File: config.mk
export PLATFORM = sky130hd
export DESIGN_NAME = enc_quad_velocity
export DESIGN_NICKNAME = d
export VERILOG_FILES = /design/src/rtl/enc_quad_velocity.sv
export SDC_FILE = /design/constraint.sdc
export NUM_CORES = 1
export LEC_CHECK = 0
export CORE_UTILIZATION = 58
export DETAILED_ROUTE_END_ITERATION = 8
export DONT_BUFFER_PORTS = 1
export PLACE_DENSITY = 0.83
export SETUP_SLACK_MARGIN = 0.3
export SLEW_MARGIN = 20
export SYNTH_ARGS = -nofsm -noshare
export SYNTH_HDL_FRONTEND = slang
export SYNTH_SLANG_ARGS = --single-unit
File: constraint.sdc
create_clock -name clk -period 3.7 [get_ports clk]
set_clock_uncertainty 0.15 [all_clocks]
set_input_delay 0.37 -clock clk [delete_from_list [all_inputs] [get_ports clk]]
set_output_delay 0.37 -clock clk [all_outputs]
set_load 0.005 [all_outputs]
File: src/rtl/enc_quad_velocity.sv
// enc_quad_velocity: filtered x4 quadrature decoder with a position counter,
// a windowed velocity measurement and a sticky illegal-transition flag.
module enc_quad_velocity #(
  parameter int FILT   = 3,
  parameter int WINDOW = 50000
) (
  input  logic               clk,
  input  logic               rst_n,
  input  logic               cla,
  input  logic               clb,
  input  logic               err_clr,
  output logic signed [15:0] pos,
  output logic signed [15:0] vel,
  output logic               vel_valid,
  output logic               dir,
  output logic               err
);
  localparam int WW = (WINDOW > 1) ? $clog2(WINDOW) : 1;
  localparam logic [WW-1:0] WLAST = WW'(WINDOW - 1);
  localparam logic [3:0] FLAST = 4'(FILT - 1);
  logic [1:0] s1_q, s2_q, f_q, f_d, cur_q, prev_q, d;
  logic [1:0][3:0] cnt_q, cnt_d;
  logic v_q, fwd, rev, ill, wend, vv_q, dir_q, err_q;
  logic [WW-1:0] win_q;
  logic signed [15:0] pos_q, acc_q, vel_q, step, acc_sat;
  logic signed [16:0] sum;
  always_comb begin
    for (int i = 0; i < 2; i++) begin
      cnt_d[i] = (s2_q[i] != f_q[i] && cnt_q[i] != FLAST) ? cnt_q[i] + 4'd1 : 4'd0;
      f_d[i] = (s2_q[i] != f_q[i] && cnt_q[i] == FLAST) ? s2_q[i] : f_q[i];
    end
    // {A, A^B} turns the Gray sequence 00,01,11,10 into a binary phase 0..3
    d = {cur_q[1], ^cur_q} - {prev_q[1], ^prev_q};
    fwd = d == 2'd1;
    rev = d == 2'd3;
    ill = d == 2'd2;
    step = fwd ? 16'sd1 : rev ? -16'sd1 : 16'sd0;
    sum = {acc_q[15], acc_q} + {step[15], step};
    acc_sat = (sum[16] != sum[15]) ? (sum[16] ? 16'sh8000 : 16'sh7fff) : sum[15:0];
    wend = win_q == WLAST;
  end
  always_ff @(posedge clk or negedge rst_n) begin
    if (!rst_n) begin
      s1_q   <= '0;
      s2_q   <= '0;
      f_q    <= '0;
      cnt_q  <= '0;
      v_q    <= 1'b0;
      cur_q  <= '0;
      prev_q <= '0;
      pos_q  <= '0;
      dir_q  <= 1'b0;
      err_q  <= 1'b0;
      win_q  <= '0;
      acc_q  <= '0;
      vel_q  <= '0;
      vv_q   <= 1'b0;
    end else begin
      s1_q   <= {cla, clb};
      s2_q   <= s1_q;
      f_q    <= f_d;
      cnt_q  <= cnt_d;
      v_q    <= 1'b1;
      cur_q  <= f_q;
      // first sample after reset seeds both history stages so it cannot step
      prev_q <= v_q ? cur_q : f_q;
      pos_q  <= pos_q + step;
      dir_q  <= (fwd | rev) ? fwd : dir_q;
      err_q  <= err_clr ? 1'b0 : (err_q | ill);
      win_q  <= wend ? '0 : win_q + WW'(1);
      acc_q  <= wend ? 16'sd0 : acc_sat;
      vel_q  <= wend ? acc_sat : vel_q;
      vv_q   <= wend;
    end
  end
  assign pos       = pos_q;
  assign vel       = vel_q;
  assign vel_valid = vv_q;
  assign dir       = dir_q;
  assign err       = err_q;
endmodule

==> run metrics <==
final net count=just over 500; Netlist cell types=between 60 and 70; die height=92.3 µm; DR vias=between 3k and 4k; Clock transition at path regs=90 ps; Synthesis Warnings=0; Syn Inst Count=471; die area=around 8500 µm²; Worst Path Required=3790 ps; residual DRC count=0; Syn Std Cell Area=4730 µm²; setup_tns=0 ps; result of the run=finished clean; slowest CP cell=dfrtp_1; total gr overflow=0; GR Util All Layers=23.7%; I/O pin total=40; WHS Path Cells=0; f_max=307 MHz; Period minus WS final=3260 ps; final setup fails=0; worst hold path class=reg2reg; Post-Syn Nets=494; reg2reg start=prev_q[0]; sequential element share of the synthesized area=45.5%; Synth Flop Type=dfrtp_1; reg2reg path depth=14; WP buf/inv=1; final setup margin=443 ps; H-tree levels=3; Post-synth EDFFs=0; final hold vios=0; critical path's top delay family=simple AND/OR/NAND/NOR gates; Root Buffer=clkbuf_8; core area=7810 µm²; min-delay src=s1_q[0]; CTS max path bufs=2; vias per cell=5.89; Min-Delay Endpoint=s2_q[0]; Crit Path Category=reg2reg; ant diodes=0; share of cells above drive strength 1=between 10% and 20%; RSZ-0062 raised after global routing=no; FF-to-FF setup slack=440 ps; starting DRC count in detailed routing=around 270; number of global-route vias before repair=about 3.4k; Area Growth Syn to Fin=12.6%; Post-synth ARST share=100%; number of CTS-inserted buffers=9; final WL=between 9000 and 10000 µm; Worst-Skew Late Latency=about 360 ps; register bit count reported by yosys=86; initial antenna violation count=0; Worst R2R End=vel[3]; CP Max Fanout=15; clock net sink count=86; antenna viol nets, final=0; row count=32; Slowest Stage Delay on Critical Path=480 ps; crit path capture type=flip-flop; largest net degree at the start of global routing=87; Worst setup SP type=flip-flop; Slew Limit Fails=0; Final Wtd Congestion=a little under 1; worst path cell trace=xor2_1, ha_2, and3_4, nor2_4, xnor2_1, ha_1, nor2_2, nand3_2, or3_4, o31ai_4, o31ai_4, buf_12, a21oi_1, a21oi_1; Die Width=roughly 90 µm; WL/cell=15.9 µm; first-pass GRT wire length=about 16000 µm; Initial Utilization=a little over 60%; Tightest Pin Transition=602 ps; arrival time worst endpoint=roughly 3400 ps; TritonRoute pass-1 iters=5; Port-buffer cells=0; DP Worst Slack=180 ps; dpl hpwl=6330 µm; Worst Hold Margin=between 200 and 250 ps; Relative slew margins=59.5%; total of max-cap violations=0; Util after Layout=between 60% and 70%; period utilization=88.0%; fill count=588; post-synthesis average cell area=10.0 µm²; CTS tree=built
[cells in the final DEF (no fill, tap or decap), types with 10 or more instances in the layout]
master    n
dfrtp_1  84
nor2_1   65
xnor2_1  31
a21oi_1  29
nand2_1  20
xor2_1   19
nand3_1  17
nor3_1   16
ha_1     16
buf_4    16
a21oi_2  12
nand4_1  11
inv_1    10
[cells by family after synthesis]
group	count (synthesis)	share of synthesized area (%)
other	1	0.0793
adder cells (fa/ha/maj)	19	4.97
buffers and inverters	31	3.31
multiplexers	15	3.31
flip-flops	86	45.5
AO/OA/AOI/OAI	86	13.1
XOR/XNOR	53	10.1
AND/OR/NAND/NOR	180	19.6
[sequential cells by signal, summed over array words and instances, names as in the netlist, 2 cells and up]
| signal | flops |
|---|---|
| acc_q | 16 |
| cnt_q | 8 |
| cur_q | 2 |
| f_q | 2 |
| pos | 16 |
| prev_q | 2 |
| s1_q | 2 |
| s2_q | 2 |
| vel | 16 |
| win_q | 16 |
[per-stage QoR]
step	instance area (µm²)	instances
2_1_floorplan	4750	471
3_3_place_gp	4860	565
3_5_place_dp	4860	565
4_1_cts	5250	590
5_1_grt	5330	593
6_report	5330	593
[worst max path at each step]
stage / startpoint / to / slack (ps) / cells after the start
4_1_cts: cur_q[1] / vel[1] / 310 / 14
3_5_place_dp: cur_q[1] / pos[12] / 180 / 12
2_1_floorplan: prev_q[1] / pos[13] / 300 / 14
6_report: prev_q[0] / vel[3] / 440 / 14
3_3_place_gp: prev_q[1] / pos[15] / 240 / 12
5_1_grt: cur_q[0] / pos[13] / 280 / 12
[routing by layer]
| layer | vias up | track usage (%) | part of all wire, % |
|---|---|---|---|
| met2 | 104 | 38.3 | 49 |
| met4 | 0 | 8.46 | 2.0 |
| met3 | 25 | 6.16 | 5.5 |
| li1 | 1700 | - | - |
| met1 | 1663 | 30.8 | 44 |
| met5 | - | 0 | 0 |
[what timing repair did]
| item | 4_1_cts | 5_1_grt |
|---|---|---|
| hold buffers | 5 | 0 |
| hold endpoints to repair | 89 | 0 |
| endpoints found under the setup margin | 33 | 36 |
| pin swaps | 4 | 4 |
| setup buffers | 4 | 3 |
| gates resized for setup | 7 | 13 |
[Yosys cell counts (all sizes together) (3+ instances only)]
cell	number	area share, %
nand3	18	1.9
a22oi	3	0.48
a211oi	4	0.74
nand2	20	1.6
xnor2	33	6.3
nor2b	3	0.40
xor2	20	3.9
or3	5	0.87
a21oi	41	5.1
and3	5	0.66
dfrtp	86	45
mux2	5	1.2
nor2	68	5.7
nand2b	4	0.53
inv	11	0.87
mux2i	10	2.1
o211ai	3	0.48
or4	5	1.0
or2	5	0.66
a21o	3	0.48
nand4	11	1.5
nor3	17	1.9
nor4	9	1.2
o31ai	6	1.5
clkbuf	10	0.79
o21ai	11	1.2
buf	10	1.6
ha	18	4.8
a31oi	5	0.93
[cell type report]
type | count | area, µm² | share of cell area (%)
tap | 102 | 128 | 2.40
clock inverter | 6 | 93.8 | 1.76
multi-input combinational | 354 | 2530 | 47.5
inverter | 11 | 43.8 | 0.822
clock buffer | 10 | 128 | 2.40
timing repair buffer | 24 | 248 | 4.65
sequential | 86 | 2150 | 40.4
Power is left out: the tool's default activity adds up to more than one toggle a clock period on the data nets, which glitch-free logic cannot reach.
